**src/rtl/fsm_memoria_resp_if.sv**
```systemverilog
// ---------------------------------------------------------------------------
// fsm_memoria_resp_if
// Bundle of the send/ack word-transfer handshake and the FIFO read port
// used by fsm_memoria_resp.
//   send    : 2-bit request code from the initiator (00 idle, 01 write)
//   dado    : DW-bit write data, valid while send==01
//   ack     : 2-bit response (00 none, 01 accepted, 10 error)
//   rd_en   : consumer pop request
//   rd_data : FIFO head word (first-word-fall-through)
//   empty   : FIFO empty flag
//   full    : FIFO full flag
//   count   : stored word count
//   err_cnt : saturating count of illegal requests
// Modports: slave (responder side), master (initiator / consumer side).
// ---------------------------------------------------------------------------
interface fsm_memoria_resp_if #(
   parameter int DW    = 16,
   parameter int DEPTH = 4
);
   localparam int CW = $clog2(DEPTH) + 1;

   logic [1:0]    send;
   logic [DW-1:0] dado;
   logic [1:0]    ack;
   logic          rd_en;
   logic [DW-1:0] rd_data;
   logic          empty;
   logic          full;
   logic [CW-1:0] count;
   logic [7:0]    err_cnt;

   modport slave (
      input  send, dado, rd_en,
      output ack, rd_data, empty, full, count, err_cnt
   );

   modport master (
      output send, dado, rd_en,
      input  ack, rd_data, empty, full, count, err_cnt
   );
endinterface

```
**src/rtl/fsm_memoria_resp.sv**
```systemverilog
// ---------------------------------------------------------------------------
// fsm_memoria_resp
// Responder end of the send/ack word-transfer handshake. Accepted words are
// stored in a small circular FIFO that a downstream consumer drains through a
// first-word-fall-through read port. While the FIFO is full the request is
// held in STALL and ack is withheld (backpressure).
//
// Ports:
//   clk  : clock, rising edge
//   rst  : synchronous, active-high reset
//   bus  : fsm_memoria_resp_if.slave (send, dado, ack, rd_en, rd_data,
//          empty, full, count, err_cnt)
//
// Parameters:
//   DW       : data word width
//   DEPTH    : FIFO depth, power of two, >= 2
//   ACK_WAIT : extra wait cycles before ack when ACK_STALL_EN is defined
//
// Optional build macro ACK_STALL_EN: adds a WAIT state after each push that
// delays ack by ACK_WAIT cycles, modelling a slow memory.
// ---------------------------------------------------------------------------
module fsm_memoria_resp #(
   parameter int DW       = 16,
   parameter int DEPTH    = 4,
   parameter int ACK_WAIT = 2
) (
   input  logic                clk,
   input  logic                rst,
   fsm_memoria_resp_if.slave   bus
);
   localparam int PW = $clog2(DEPTH);
   localparam int CW = PW + 1;

   if (DEPTH < 2 || (DEPTH & (DEPTH - 1)) != 0) begin : g_bad_depth
      $error("fsm_memoria_resp: DEPTH must be a power of two >= 2");
   end
   if (ACK_WAIT < 1 || ACK_WAIT > 15) begin : g_bad_wait
      $error("fsm_memoria_resp: ACK_WAIT must be in 1..15");
   end

`ifdef ACK_STALL_EN
   typedef enum logic [2:0] {S_IDLE, S_STALL, S_ACK, S_NACK, S_WAIT} state_t;
   localparam state_t S_POST = S_WAIT;
`else
   typedef enum logic [2:0] {S_IDLE, S_STALL, S_ACK, S_NACK} state_t;
   localparam state_t S_POST = S_ACK;
`endif

   state_t         state_q, state_d;
   logic [1:0]     ack_q;
   logic [PW-1:0]  wr_ptr_q, rd_ptr_q;
   logic [CW-1:0]  count_q;
   logic [7:0]     err_q;
   logic [DW-1:0]  mem [DEPTH];

   logic full, empty, push, pop, req_wr, req_bad;

   assign full    = (count_q == CW'(DEPTH));
   assign empty   = (count_q == '0);
   assign req_wr  = (bus.send == 2'b01);
   assign req_bad = bus.send[1];
   assign pop     = bus.rd_en && !empty;

`ifdef ACK_STALL_EN
   logic [3:0] wcnt_q;
`endif

   function automatic logic [1:0] ack_decode(input state_t s);
      case (s)
         S_ACK:   ack_decode = 2'b01;
         S_NACK:  ack_decode = 2'b10;
         default: ack_decode = 2'b00;
      endcase
   endfunction

   // Next-state logic; full is the pre-pop value so a stalled request is
   // only accepted on the cycle after space frees.
   always_comb begin
      state_d = state_q;
      push    = 1'b0;
      case (state_q)
         S_IDLE: begin
            if (req_wr) begin
               if (!full) begin
                  push    = 1'b1;
                  state_d = S_POST;
               end else begin
                  state_d = S_STALL;
               end
            end else if (req_bad) begin
               state_d = S_NACK;
            end
         end
         S_STALL: begin
            if (req_wr && !full) begin
               push    = 1'b1;
               state_d = S_POST;
            end else if (req_bad) begin
               state_d = S_NACK;
            end else if (bus.send == 2'b00) begin
               state_d = S_IDLE;
            end
         end
         S_ACK, S_NACK: begin
            if (bus.send == 2'b00) state_d = S_IDLE;
         end
`ifdef ACK_STALL_EN
         // Leaving when the counter would reach zero lands the registered
         // ack exactly ACK_WAIT+1 cycles after the push edge.
         S_WAIT: begin
            if (wcnt_q <= 4'd1) state_d = S_ACK;
         end
`endif
         default: state_d = S_IDLE;
      endcase
   end

   always_ff @(posedge clk) begin
      if (rst) begin
         state_q  <= S_IDLE;
         ack_q    <= 2'b00;
         wr_ptr_q <= '0;
         rd_ptr_q <= '0;
         count_q  <= '0;
         err_q    <= '0;
      end else begin
         state_q <= state_d;
         // ack follows the registered state, one cycle behind it
         ack_q   <= ack_decode(state_q);
         if (push) wr_ptr_q <= wr_ptr_q + 1'b1;
         if (pop)  rd_ptr_q <= rd_ptr_q + 1'b1;
         if (push && !pop)      count_q <= count_q + 1'b1;
         else if (pop && !push) count_q <= count_q - 1'b1;
         if (state_d == S_NACK && state_q != S_NACK && err_q != 8'hFF)
            err_q <= err_q + 1'b1;
      end
   end

`ifdef ACK_STALL_EN
   always_ff @(posedge clk) begin
      if (rst) begin
         wcnt_q <= '0;
      end else if (push) begin
         wcnt_q <= 4'(ACK_WAIT);
      end else if (state_q == S_WAIT && wcnt_q != 4'd0) begin
         wcnt_q <= wcnt_q - 1'b1;
      end
   end
`endif

   // Storage is not reset; contents are meaningless until pushed.
   always_ff @(posedge clk) begin
      if (push) mem[wr_ptr_q] <= bus.dado;
   end

   assign bus.ack     = ack_q;
   assign bus.rd_data = empty ? '0 : mem[rd_ptr_q];
   assign bus.empty   = empty;
   assign bus.full    = full;
   assign bus.count   = count_q;
   assign bus.err_cnt = err_q;
endmodule

```
**src/flat_wrapper.sv**
```systemverilog
// flat-port wrapper written by rule: the top's interface ports become plain ports
module fsm_memoria_resp_flat 
#(
   parameter int DW       = 16,
   parameter int DEPTH    = 4,
   parameter int ACK_WAIT = 2
)
  (clk, rst, bus_send, bus_dado, bus_rd_en, bus_ack, bus_rd_data, bus_empty, bus_full, bus_count, bus_err_cnt);
  fsm_memoria_resp_if #(.DW(DW), .DEPTH(DEPTH)) bus_i ();
  input  logic clk;
  input  logic rst;
  input wire logic [$bits(bus_i.send)-1:0] bus_send;
  input wire logic [$bits(bus_i.dado)-1:0] bus_dado;
  input wire logic [$bits(bus_i.rd_en)-1:0] bus_rd_en;
  output wire logic [$bits(bus_i.ack)-1:0] bus_ack;
  output wire logic [$bits(bus_i.rd_data)-1:0] bus_rd_data;
  output wire logic [$bits(bus_i.empty)-1:0] bus_empty;
  output wire logic [$bits(bus_i.full)-1:0] bus_full;
  output wire logic [$bits(bus_i.count)-1:0] bus_count;
  output wire logic [$bits(bus_i.err_cnt)-1:0] bus_err_cnt;
  assign bus_i.send = bus_send;
  assign bus_i.dado = bus_dado;
  assign bus_i.rd_en = bus_rd_en;
  assign bus_ack = bus_i.ack;
  assign bus_rd_data = bus_i.rd_data;
  assign bus_empty = bus_i.empty;
  assign bus_full = bus_i.full;
  assign bus_count = bus_i.count;
  assign bus_err_cnt = bus_i.err_cnt;
  fsm_memoria_resp #(.DW(DW), .DEPTH(DEPTH), .ACK_WAIT(ACK_WAIT)) u_core (.clk(clk), .rst(rst), .bus(bus_i));
endmodule
```
**config.mk**
```make
export PLATFORM = sky130hd
export DESIGN_NAME = fsm_memoria_resp_flat
export DESIGN_NICKNAME = d
export VERILOG_FILES = /design/src/rtl/fsm_memoria_resp_if.sv /design/src/rtl/fsm_memoria_resp.sv /design/src/flat_wrapper.sv
export SDC_FILE = /design/constraint.sdc
export NUM_CORES = 1
export LEC_CHECK = 0
export CORE_MARGIN = 5
export CORE_UTILIZATION = 55
export CTS_CLUSTER_SIZE = 40
export DETAILED_ROUTE_END_ITERATION = 8
export GPL_TIMING_DRIVEN = 0
export PLACE_DENSITY = 0.82
export SYNTH_ARGS = -nofsm -noshare
export SYNTH_HDL_FRONTEND = slang
export SYNTH_SLANG_ARGS = --single-unit
```
**constraint.sdc**
```tcl
create_clock -name clk -period 6.5 [get_ports clk]
set_input_delay 0.975 -clock clk [delete_from_list [all_inputs] [get_ports clk]]
set_output_delay 0.975 -clock clk [all_outputs]
set_load 0.02 [all_outputs]
```
* Yosys cells after proc, flatten, opt, wreduce, memory -nomap -nowiden
Memories as Yosys holds them, arrays and structs flattened. A register that Yosys moved wholly into a read port is not among the register bits. Index checks and enable logic that the tools add are counted.
Word-level totals: register bits 20, latch bits 0, RAM bits 64, bits in read-only memories 0, input bits 21, output and inout port bits 31, word-level logic and storage cells 54, memories kept 1
Memories:
- u_core.mem | depth 4, bits a word 16, read ports 1, clocked after memory_dff 1, write ports 1, RTL line fsm_memoria_resp.sv:54 | logic [DW-1:0] mem [DEPTH];
Cells by class: add/subtract/negate cells 5, multiply operators 0, divide/modulo/power cells 0, order comparisons 0, eq/ne operators 8, shifts and indexed selects 0, muxes and demuxes 19, bitwise operators 0, reductions and logical operators 15
Operators by type and width (count):
- $mux W3 | 7
- $mux W16 | 1
- $eq A3 B2 Y1 const B | 3
- $pmux W3 S3 | 1
- $add A8 B1 Y8 const B | 1
- $ne A8 B8 Y1 const B | 1
- $logic_and A1 B1 Y1 | 6
- $logic_not A3 Y1 | 2
- $mux W2 | 3
- $mux W1 | 5
- $add A2 B1 Y2 const B | 2
- $logic_not A1 Y1 | 4
- $pmux W2 S2 | 1
- $add A3 B1 Y3 const B | 1
- $eq A3 B1 Y1 const B | 1
- $eq A3 B3 Y1 const B | 1
- $ne A3 B2 Y1 const B | 1
- $sub A3 B1 Y3 const B | 1
- $eq A2 B1 Y1 const B | 1
- $logic_not A2 Y1 | 1
- $pmux W1 S2 | 1
- $reduce_bool A2 Y1 | 1
- $reduce_or A2 Y1 | 1

* Longest topological paths before layout
word-level depth 9, gate-level depth with buffers 8, mapped depth without buffers 8

* Least setup slack after synthesis
Ideal clock, no wire load.
path type input to register, from in bus_send[1], to reg u_core.count_q[2] (netlist: u_core.bus.count[2]), setup time 70 ps, arrival time 2620 ps, data required time 6430 ps, setup slack 3810 ps, stages 8, buffers on the path 0, cells stage by stage nand2b_1 > nor4_4 > ha_1 > inv_1 > fa_1 > xor2_1 > or3_1 > a21oi_1
On the way: word-level cells in the longest chain between the ends 7, elaborated cells on any way between the ends 10, those cells by class eq/ne: 1; mux: 4; reduce/logical: 5
RTL lines:
- start: declaration | RTL line flat_wrapper.sv:12 | input wire logic [$bits(bus_i.send)-1:0] bus_send;
- $eq A2 B1 Y1 (*) | RTL line fsm_memoria_resp.sv:60 | assign req_wr = (bus.send == 2'b01);
- $logic_and A1 B1 Y1 | RTL line fsm_memoria_resp.sv:95 | if (req_wr && !full) begin
- $mux W1 | RTL line fsm_memoria_resp.sv:95
- $pmux W1 S2 (*) | RTL line fsm_memoria_resp.sv:81 | case (state_q)
- via u_core.push | RTL line fsm_memoria_resp.sv:56 | logic full, empty, push, pop, req_wr, req_bad;
- $logic_not A1 Y1 | RTL line fsm_memoria_resp.sv:133 | else if (pop && !push) count_q <= count_q - 1'b1;
- $logic_and A1 B1 Y1 | RTL line fsm_memoria_resp.sv:133
- $reduce_bool A2 Y1 (no source line)
- end signal: assignment | RTL line fsm_memoria_resp.sv:132 | if (push && !pop) count_q <= count_q + 1'b1;
- end signal: assignment | RTL line fsm_memoria_resp.sv:133
- end: declaration | RTL line fsm_memoria_resp.sv:52 | logic [CW-1:0] count_q;
Mark *: on every way through the listed nets, which the timed path passes. The rest lies on a longest branch. A chain may end at the register's enable or synchronous reset.

==> results.py <==
metrics = {
    "critical_path": {
        "slowest_stage": "clkdlybuf4s50_1",
        "startpoint_type": "flip-flop",
        "cpPeakStageDelay_ps": 570,
        "reg2reg_from": "u_core.bus.count[0]",
        "cpLargestDelayFamily": "buffers and inverters",
        "path_cells": "clkbuf_2, buf_1, mux4_2, nor2b_1, clkdlybuf4s50_1",
        "cp_num_buf_inv": 3,
        "cp.depth": 5,
        "crit_fanout": 10,
        "endpoint_kind": "output pin",
        "r2r_slack_ps": 3990,
        "rr_worst_depth": 8,
        "worstPathArrival_ps": 2510,
        "crit_path_end": "bus_rd_data[5]",
        "crit_required_ps": 5520,
        "r2r_end": "u_core.bus.count[2]",
        "worstSetupPathType": "flip-flop to output pin",
    },
    "clocking": {
        "clk_pin_slew_worst_paths_ps": 80,
        "cts_hold_buf": 0,
        "clock_sinks": 86,
        "clk_latency_ps": 340,
        "cts_tree": "built",
        "cts_resized": 0,
        "cts-root-buf": "clkbuf_8",
        "htreeDepth": 3,
        "clock_path_buffers": 2,
        "postCtsSetupBuffers": 0,
        "numCtsBuffers": 9,
    },
    "cells_and_area": {
        "drive_above_1_share_pct": 14.07,
        "post-route-cell-area_mm2": 0.004254,
        "nNetsFinal": 293,
        "antennaDiodeCount": 0,
        "area_growth_pct": 23.86,
        "n_fill_cell": 411,
    },
    "power_and_ir_drop": {
        "clockPowerShare_pct": 27.5,
        "p_per_area_mw_per_mm2": 337.9,
        "switching_share_pct": 28.24,
        "irDropWorstVdd_uv": 246.9,
        "p_leak_nw": 1.404,
        "intPower_mw": 1.032,
        "p_comb_share_pct": 28.7,
        "power_switching_mw": 0.4059,
        "seq_power_share_pct": 43.8,
    },
    "route": {
        "vias": 1897,
        "ant_nets": 0,
        "drt-wirelength-per-cell_um": 17.83,
        "viasPerCell": 5.499,
        "drtPass1Iterations": 4,
        "drtIter0Drc": 118,
        "wirelength_mm": 6.153,
        "drc": 0,
    },
    "synth": {
        "ys_seq_area_share_pct": 68.78,
        "synth-async-reset-ratio_pct": 0,
        "synth_common_cells": "64 x edfxtp_1, 22 x dfxtp_1, 17 x nor2b_1",
        "synthCells": 203,
        "ys_ff_latch": 86,
        "synth_fa_ha_area_share_pct": 2.769,
        "yosysWarnings": 0,
        "synth_xor_xnor_area_share_pct": 2.805,
        "avgSynthCellArea_um2": 16.92,
        "netlist_area_mm2": 0.003435,
        "synth_top_area_share_pct": 55.96,
        "muxShareOfSynthArea_pct": 11.37,
        "synth_compound_area_share_pct": 2.149,
        "synth_cell_types": 39,
        "netlist.top_cell.by_area": "edfxtp_1",
        "synthSimpleGateAreaFrac_pct": 10.64,
        "synth_ff_type": "edfxtp_1",
        "synth_top_family_by_area": "multiplexers",
        "synth-edff-count": 64,
        "yosysMostFrequentCell": "edfxtp_1",
        "synthTopCellsByArea": "edfxtp_1 56%, dfxtp_1 13%, mux4_2 10%",
        "synth_nets": 231,
    },
    "place": {
        "place.gp.congestion": 0.7511,
        "hpwl_mm": 4.039,
        "place_area_mm2": 0.004039,
        "io_buffers": 51,
    },
    "die": {
        "die_w_um": 89.02,
        "start_util_pct": 57.33,
        "rows": 28,
        "top_level_ports": 52,
        "die-height_um": 89.02,
        "core-area_mm2": 0.005991,
        "dieArea_mm2": 0.007925,
    },
    "grt": {
        "track_usage_pct": 16.80,
        "grt-ovfl-total": 0,
        "grt_max_degree": 17,
        "grt_pass1_vias": 1953,
        "grt_first_pass_wirelength_mm": 9.708,
        "grt_antenna_before_repair": 0,
    },
    "sta": {
        "hold_slack_ps": 493.5,
        "max_freq_mhz": 286.8,
        "post-route-period-util_pct": 53.64,
        "relSlewSlack_pct": 42.61,
        "fin_skew_ps": 9.933,
        "finalSetupViolCount": 0,
        "period_minus_slack_ps": 3486,
        "hold_viol": 0,
        "maxSlewViolCount": 0,
        "worstMarginPinSlew_ps": 860.9,
        "fin_tns_setup_ps": 0,
        "rsz0062_at_grt": "false",
    },
    "run_status": {
        "status": "finished clean",
    },
    "job": {
        "drv_cap": 0,
    },
    "min_path": {
        "worstHoldPathType": "flip-flop to flip-flop",
    },
}
worst register-to-register path, cell delays in order (launching register included):
cell and delay, ps:
dfxtp_1 390, nor3_2 590, nand2b_1 230, ha_1 200, inv_1 60, fa_1 380
xor2_1 160, or3_1 310, a21oi_1 130
how the worst min path moves through the flow:
stage	start	to	cells past startpoint
after detailed placement	u_core.state_q[0]	u_core.bus.ack[0]	1
after CTS	u_core.state_q[0]	u_core.bus.ack[0]	1
after global routing	u_core.state_q[0]	u_core.bus.ack[0]	1
after global placement	u_core.state_q[0]	u_core.bus.ack[0]	1
final	u_core.state_q[0]	u_core.bus.ack[0]	1
after floorplan	u_core.state_q[0]	u_core.bus.ack[0]	1
power by group through the flow:
stage / registers (mW) / logic, mW / clock network, mW
floorplan: 0.648 / 0.235 / 0
CTS: 0.630 / 0.422 / 0.399
finish: 0.630 / 0.413 / 0.395
global placement: 0.641 / 0.415 / 0
detailed placement: 0.642 / 0.421 / 0
global route: 0.633 / 0.445 / 0.426
layout by cell type (no fill, tap or decap), types with 5 or more instances in the layout:
| master | Yosys | routed |
|---|---|---|
| ha_1 | 6 | 6 |
| xor2_1 | 10 | 10 |
| nor2_1 | 15 | 15 |
| nor2b_1 | 17 | 17 |
| dfxtp_1 | 22 | 22 |
| and2_1 | 5 | 5 |
| clkdlybuf4s50_1 | 0 | 51 |
| mux4_2 | 16 | 16 |
| edfxtp_1 | 64 | 64 |
| clkbuf_1 | 3 | 5 |
| clkbuf_8 | 0 | 9 |
per-stage QoR:
step	setup WS (ps)	instances	utilization (%)	power (mW)
CTS	2961	345	71.01	1.451
global route	2833	345	71.01	1.504
floorplan	3810	203	-	0.8828
detailed placement	3129	329	67.42	1.063
global placement	3177	329	67.42	1.055
finish	3014	345	71.01	1.438
logic make-up after synthesis:
logic type | after synthesis
compound gates | 11
xor+xnor | 11
fa+ha+maj | 7
flops | 86
buf+inv | 11
other cells | 1
mux | 19
simple gates | 57
flip-flops by register name, indices dropped and copies added (netlist names), named ones only:
name / cells
u_core.bus.ack: 2
u_core.bus.count: 3
u_core.bus.err_cnt: 8
u_core.mem: 64
u_core.rd_ptr_q: 2
u_core.state_q: 3
u_core.wr_ptr_q: 2
layout make-up:
class / count / area [um^2] / share of cell area [%]
multi-input combinational: 106 / 1025 / 24.09
inverter: 4 / 15.01 / 0.3529
tap: 75 / 93.84 / 2.206
buffer: 7 / 32.53 / 0.7647
sequential: 86 / 2362 / 55.53
clock inverter: 5 / 83.83 / 1.971
timing repair buffer: 51 / 510.5 / 12.00
clock buffer: 11 / 131.4 / 3.088
routing by layer:
layer	part of all wire (%)	vias up	GRT usage [%]
li1	-	887	-
met1	42	958	21.43
met2	52	46	27.87
met3	4.9	6	4.240
met4	1.1	0	6.495
met5	0	-	0
Note: power is estimated with default switching activity, not from simulation.
